$ cat config.mk
export PLATFORM = sky130hd
export DESIGN_NAME = ddram_wr_combiner
export DESIGN_NICKNAME = d
export VERILOG_FILES = /design/src/rtl/ddram_wr_combiner.sv
export SDC_FILE = /design/constraint.sdc
export NUM_CORES = 2
export LEC_CHECK = 0
export BUFFER_PORTS_ARGS = -buffer_cell sky130_fd_sc_hd__buf_2
export CAP_MARGIN = 15
export CELL_PAD_IN_SITES_DETAIL_PLACEMENT = 1
export CELL_PAD_IN_SITES_GLOBAL_PLACEMENT = 1
export CORE_ASPECT_RATIO = 1.1
export CORE_UTILIZATION = 60
export CTS_BUF_LIST = sky130_fd_sc_hd__clkbuf_4
export CTS_CLUSTER_SIZE = 25
export DETAILED_ROUTE_END_ITERATION = 7
export PLACE_DENSITY = 0.84
export RECOVER_POWER = 100
export SYNTH_ARGS = -nofsm -noshare
export SYNTH_HDL_FRONTEND = slang
export SYNTH_SLANG_ARGS = --single-unit
$ cat constraint.sdc
create_clock -name CLK_VIDEO -period 25.4 [get_ports CLK_VIDEO]
set_input_delay 5.08 -clock CLK_VIDEO [delete_from_list [all_inputs] [get_ports CLK_VIDEO]]
set_output_delay 5.08 -clock CLK_VIDEO [all_outputs]
set_load 0.01 [all_outputs]
$ cat src/rtl/ddram_wr_combiner.sv
// ddram_wr_combiner: merges 32-bit lane writes into 64-bit qword writes,
// queues them in a small FIFO and presents them to DDRAM one at a time,
// stalling on DDRAM_BUSY.
module ddram_wr_combiner #(
   parameter int DEPTH_LOG2 = 4,
   parameter int TIMEOUT    = 4
) (
   input  logic        CLK_VIDEO,
   input  logic        RESET_N,
   input  logic        in_we,
   input  logic [28:0] in_addr,
   input  logic        in_hi,
   input  logic [31:0] in_data,
   input  logic        flush,
   input  logic        DDRAM_BUSY,
   output logic        DDRAM_CLK,
   output logic        DDRAM_WE,
   output logic [28:0] DDRAM_ADDR,
   output logic [63:0] DDRAM_DIN,
   output logic [7:0]  DDRAM_BE,
   output logic [7:0]  DDRAM_BURSTCNT,
   output logic        DDRAM_RD,
   output logic        idle,
   output logic        fifo_full,
   output logic        overflow
);
   localparam int DEPTH = 1 << DEPTH_LOG2;
   localparam int CNT_W = (TIMEOUT > 1) ? $clog2(TIMEOUT) : 1;
   localparam logic [DEPTH_LOG2:0] DEPTH_C  = (DEPTH_LOG2+1)'(DEPTH);
   localparam logic [CNT_W-1:0]    IDLE_MAX = CNT_W'(TIMEOUT - 1);

   typedef struct packed {
      logic [28:0] addr;
      logic [63:0] data;
      logic [7:0]  be;
   } wr_ent_t;

   assign DDRAM_CLK      = CLK_VIDEO;
   assign DDRAM_BURSTCNT = 8'd1;
   assign DDRAM_RD       = 1'b0;

   // holding register
   logic             hold_v, hold_v_n;
   logic [28:0]      hold_addr, hold_addr_n;
   logic [63:0]      hold_data, hold_data_n;
   logic [7:0]       hold_be, hold_be_n;
   logic [CNT_W-1:0] idle_cnt, cnt_n;
   logic             flush_pend, pend_n;
   logic             flush_eff;
   logic [63:0]      lane_data;
   logic [7:0]       lane_be;
   logic             push_v;
   wr_ent_t          push_ent;

   // FIFO
   wr_ent_t               mem [DEPTH];
   logic [DEPTH_LOG2-1:0] wr_ptr, rd_ptr;
   logic [DEPTH_LOG2:0]   count;
   logic                  out_ready, pop, push_ok;

   assign lane_data = in_hi ? {in_data, 32'h0} : {32'h0, in_data};
   assign lane_be   = in_hi ? 8'hF0 : 8'h0F;
   // a flush seen together with a write is deferred one cycle so the write lands first
   assign flush_eff = flush | flush_pend;

   assign out_ready = !DDRAM_WE || !DDRAM_BUSY;
   assign pop       = out_ready && (count != '0);
   assign push_ok   = push_v && ((count != DEPTH_C) || pop);
   assign fifo_full = (count == DEPTH_C);
   assign idle      = !hold_v && (count == '0) && !DDRAM_WE;

   // next holding-register state: load, merge, push-on-miss, timeout and flush
   always_comb begin
      hold_v_n    = hold_v;
      hold_addr_n = hold_addr;
      hold_data_n = hold_data;
      hold_be_n   = hold_be;
      cnt_n       = idle_cnt;
      pend_n      = 1'b0;
      push_v      = 1'b0;
      push_ent    = {hold_addr, hold_data, hold_be};
      if (in_we) begin
         cnt_n  = '0;
         pend_n = flush_eff;
         if (hold_v && (in_addr == hold_addr)) begin
            if (in_hi) hold_data_n[63:32] = in_data;
            else       hold_data_n[31:0]  = in_data;
            hold_be_n = hold_be | lane_be;
         end else begin
            push_v      = hold_v;
            hold_v_n    = 1'b1;
            hold_addr_n = in_addr;
            hold_data_n = lane_data;
            hold_be_n   = lane_be;
         end
      end else if (hold_v) begin
         if (flush_eff || (idle_cnt == IDLE_MAX)) begin
            push_v   = 1'b1;
            hold_v_n = 1'b0;
            cnt_n    = '0;
         end else begin
            cnt_n = idle_cnt + 1'b1;
         end
      end
   end

   // holding register and idle counter state
   always_ff @(posedge CLK_VIDEO) begin
      if (!RESET_N) begin
         hold_v     <= 1'b0;
         hold_addr  <= '0;
         hold_data  <= '0;
         hold_be    <= '0;
         idle_cnt   <= '0;
         flush_pend <= 1'b0;
      end else begin
         hold_v     <= hold_v_n;
         hold_addr  <= hold_addr_n;
         hold_data  <= hold_data_n;
         hold_be    <= hold_be_n;
         idle_cnt   <= cnt_n;
         flush_pend <= pend_n;
      end
   end

   // FIFO storage; contents are don't-care once the pointers are reset
   always_ff @(posedge CLK_VIDEO) begin
      if (push_ok) mem[wr_ptr] <= push_ent;
   end

   // FIFO pointers, occupancy and sticky overflow
   always_ff @(posedge CLK_VIDEO) begin
      if (!RESET_N) begin
         wr_ptr   <= '0;
         rd_ptr   <= '0;
         count    <= '0;
         overflow <= 1'b0;
      end else begin
         if (push_ok) wr_ptr <= wr_ptr + 1'b1;
         if (pop)     rd_ptr <= rd_ptr + 1'b1;
         case ({push_ok, pop})
            2'b10:   count <= count + 1'b1;
            2'b01:   count <= count - 1'b1;
            default: count <= count;
         endcase
         if (push_v && !push_ok) overflow <= 1'b1;
      end
   end

   // registered DDRAM request: hold while busy, reload on acceptance or when empty
   always_ff @(posedge CLK_VIDEO) begin
      if (!RESET_N) begin
         DDRAM_WE   <= 1'b0;
         DDRAM_ADDR <= '0;
         DDRAM_DIN  <= '0;
         DDRAM_BE   <= '0;
      end else if (out_ready) begin
         if (pop) begin
            DDRAM_WE                           <= 1'b1;
            {DDRAM_ADDR, DDRAM_DIN, DDRAM_BE}  <= mem[rd_ptr];
         end else begin
            DDRAM_WE <= 1'b0;
         end
      end
   end
endmodule

---- After elaboration in Yosys (flattened, before gate mapping) ----
Memory sizes are Yosys's and may differ from the RTL's. A register that Yosys moved wholly into a read port is not among the register bits.
Index checks and enable logic that the tools add are counted.
cells by class
  add/sub/neg operators ................... 5
  eq/ne operators ......................... 9
  mux-type cells .......................... 19
  bitwise operators ....................... 4
  reductions and logical operators ........ 23
operators by type and width
  operator               count
  $mux W64               2
  $mux W32               2
  $eq A29 B29 Y1         1
  $mux W8                2
  $mux W1                11
  $pmux W5 S2            1
  $reduce_and A2 Y1      5
  $add A4 B1 Y4 const B  2
  $or A8 B8 Y8           1
  $logic_and A1 B1 Y1    6
  $ne A2 B2 Y1 const B   3
  $add A5 B1 Y5 const B  1
  $eq A5 B5 Y1 const B   1
  $logic_not A1 Y1       5
  $logic_not A5 Y1       1
  $ne A5 B5 Y1 const B   1
  $reduce_bool A5 Y1     1
  $sub A5 B1 Y5 const B  1
  $eq A2 B2 Y1 const B   2
  $logic_or A1 B1 Y1     3
  $add A2 B1 Y2 const B  1
  $eq A2 B1 Y1 const B   1
  $mux W2                1
  $not A1 Y1             2
  3 further kinds        3
word-level totals
  bits in registers ....................... 120
  bits in writable memories ............... 1616
  input bits .............................. 67
  logic and storage cells ................. 73
  memories kept ........................... 1
memory list
  name  words  bits a word  rd ports  clocked after memory_dff  wr ports  RTL line  source
  mem   16     101          1         1                         1         56        wr_ent_t mem [DEPTH];

---- Longest topological paths before layout ----
  depth in word-level cells ............... 8
  depth in mapped cells ................... 14
  mapped depth without buffers ............ 13

==> results_dict.tcl <==
set metrics [dict create \
    dieArea_sq_um 117000 \
    yosys.area.top_type "edfxtp_1" \
    grt_pass1_wl_um 288000 \
    core_area_sq_um 114000 \
    p_int_mw 5.24 \
    max_cap_violations 36 \
    fin_nets 3845 \
    finalWirelength_um 215000 \
    violations "max-capacitance violations, max-slew violations" \
    pwr-share-clk 0.336 \
    port_buffers 172 \
    synth_top_area_frac 0.701 \
    tritoncts "built" \
    std_cell_rows 130 \
    fin_ws_ns 7.25 \
    drive_above_1_share 0.309 \
    worst_slew_pin_slew_ns 5.19 \
    grtUsageTotal 0.349 \
    cts_setup_buffers 0 \
    startpoint_type "clock port" \
    synth_area_sq_um 69200 \
    wl_per_cell_um 38.4 \
    antenna_found_initial 6 \
    criticalPathCategory "clk2out" \
    endpoint_kind "output pin" \
    hold_viol 0 \
    cpMaxStageDelayCell "clkbuf_4" \
    grt_overflow 0 \
    max-slew-margin-rel -2.46 \
    first_pass_iters 6 \
    place_congestion 0.805 \
    timing.critical_path.to "DDRAM_CLK" \
    worstPathRequired_ns 20.32 \
    die_w_um 326 \
    crit_fanout 4 \
    status "complete, but fails checks" \
    drt-vias-per-instance 7.00 \
    cpMostUsedCell "clkbuf_4" \
    yosysSeqAreaShare 0.765 \
    io_pins 182 \
    final_common_cell "edfxtp_1" \
    grt_max_degree 129 \
    dp_slack_ns 7.51 \
    pwr-share-comb 0.203 \
    p_total_mw 7.61 \
    initial_core_util 0.606 \
    avgSynthCellArea_sq_um 21.1 \
    r2r_start "hold_addr[27]" \
    seqPwrFrac 0.461 \
    yosys_register_bits 1837 \
    cp_data_arrival_time_ns 13.07 \
    post_cts_resized 0 \
    max-vdd-ir-drop_mv 0.0860 \
    syn_to_final_growth_pct 10.6 \
    total_leakage_power_nw 24.5 \
    vias 39300 \
    startpoint "CLK_VIDEO" \
    first_global_vias 40300 \
    hp-class "reg2reg" \
    fin_setup_tns_ns 0 \
    power_density_nw_per_um2 99.3 \
    final_cell_mix "edfxtp_1, clkbuf_4, mux4_2" \
    antenna_left 0 \
    fp.dieH_um 358 \
    drt_iter0_drc 6475 \
    remaining_drc_errors 0 \
    final_util 0.670 \
    hpwlAfterDp_um 99000 \
    rsz0062_at_grt "no" \
    cts.clk_slew.worst_paths_ns 0.05 \
    ys_types 38 \
    drv_slew 1881 \
    yosys_warnings 0 \
    hold_buffers 0 \
    max_stage_delay_ns 0.12 \
    crit_chain "clkbuf_4 > clkbuf_4 > clkbuf_1" \
    clk_latency_ns 1.54 \
    p_sw_mw 2.37 \
    r2r_slack_ns 14.62 \
    synthTopCellsByArea "edfxtp_1, mux4_2, dfxtp_1" \
    skew_ns 0.130 \
    netlist_instances 3289 \
    worstRegToRegCells 8 \
    reg2reg_to "mem[2][58]" \
    power.share.switching 0.312 \
    finalSetupViolations 0 \
]
[critical path: cells and delay by family]
kind	cells	cell delay, ns
buf+inv	3	0.35
[metrics by stage]
| stage | hold WS (ns) | instances | instance area [sq um] |
|---|---|---|---|
| global route | 0.485 | 5615 | 76600 |
| global placement | 0.438 | 4832 | 71400 |
| floorplan | 0.446 | 3296 | 69300 |
| detailed placement | 0.451 | 4832 | 71400 |
| finish | 0.460 | 5615 | 76600 |
| CTS | 0.457 | 5605 | 76800 |
[kinds of logic (layout without fill, tap and decap cells)]
logic type	after synthesis	count (layout)	share of synthesized area
flops	1837	1837	0.765
mux	542	542	0.170
simple gates	465	465	0.0284
buf+inv	205	1000	0.0165
compound gates	194	194	0.0144
xor+xnor	34	34	0.00430
fa+ha+maj	10	10	0.00192
other cells	2	15	0.000108
[power by group through the flow]
stage	logic, mW	registers [mW]	clock network (mW)
after floorplan	1.06	3.53	0.00324
after global placement	1.42	3.54	0.00238
after detailed placement	1.47	3.56	0.00238
after CTS	1.53	3.50	2.50
after global routing	1.60	3.52	2.68
final	1.55	3.51	2.55
[metal layers]
| metal | global-route usage | vias up | wire [um] |
|---|---|---|---|
| met4 | 0.153 | 2 | 9670 |
| met5 | 0 | - | 13 |
| met1 | 0.457 | 20100 | 72300 |
| met3 | 0.0785 | 686 | 27000 |
| li1 | - | 14600 | - |
| met2 | 0.571 | 3954 | 106000 |
[final cells by class]
| type | count | area, sq um |
|---|---|---|
| inverters | 7 | 27.5 |
| multi-input cells | 1254 | 15200 |
| well taps | 1518 | 1900 |
| diodes | 6 | 15.0 |
| fillers | 9408 | 37700 |
| repair buffers | 219 | 1050 |
| clock buffers | 634 | 4760 |
| flip-flops and latches | 1837 | 53000 |
| clock inverters | 140 | 682 |
[sequential cells by signal, indices dropped and copies added, names as in the netlist]
signal / flops
DDRAM_ADDR: 29
hold_addr: 29
overflow: 1
mem: 1616
wr_ptr: 4
hold_data: 64
flush_pend: 1
rd_ptr: 4
hold_be: 8
hold_v: 1
DDRAM_DIN: 64
count: 5
DDRAM_BE: 8
DDRAM_WE: 1
idle_cnt: 2
[worst min path at each step]
stage,start,to,slack (ns),cells after the start
6_report,DDRAM_BE[5],DDRAM_BE[5],0.46,2
5_1_grt,DDRAM_ADDR[10],DDRAM_ADDR[10],0.48,2
4_1_cts,DDRAM_BE[5],DDRAM_BE[5],0.46,2
3_5_place_dp,DDRAM_ADDR[10],DDRAM_ADDR[10],0.45,2
3_3_place_gp,DDRAM_ADDR[12],DDRAM_ADDR[12],0.44,2
2_1_floorplan,idle_cnt[1],idle_cnt[1],0.45,2
[cell usage after synthesis]
library cell	number
nand4_1	9
mux2i_1	37
mux4_1	1
mux4_2	504
xor2_1	2
buf_2	40
nor3_1	5
or3_1	1
nor4_1	3
nor2_1	56
clkbuf_1	89
o21ai_1	3
o2111ai_1	1
nand3_1	73
a21o_1	1
a31o_2	2
inv_1	6
dfxtp_1	221
nand2b_1	8
buf_12	1
nand2_1	282
fa_1	1
conb_1	2
buf_6	30
ha_1	9
edfxtp_1	1616
nor2b_1	5
o311ai_1	3
buf_4	22
o21ai_0	1
or4_1	3
inv_2	1
a21oi_1	182
buf_1	16
and2_1	3
and3_1	17
xnor2_1	32
a31oi_1	1
(Power assumes the default switching activity.)
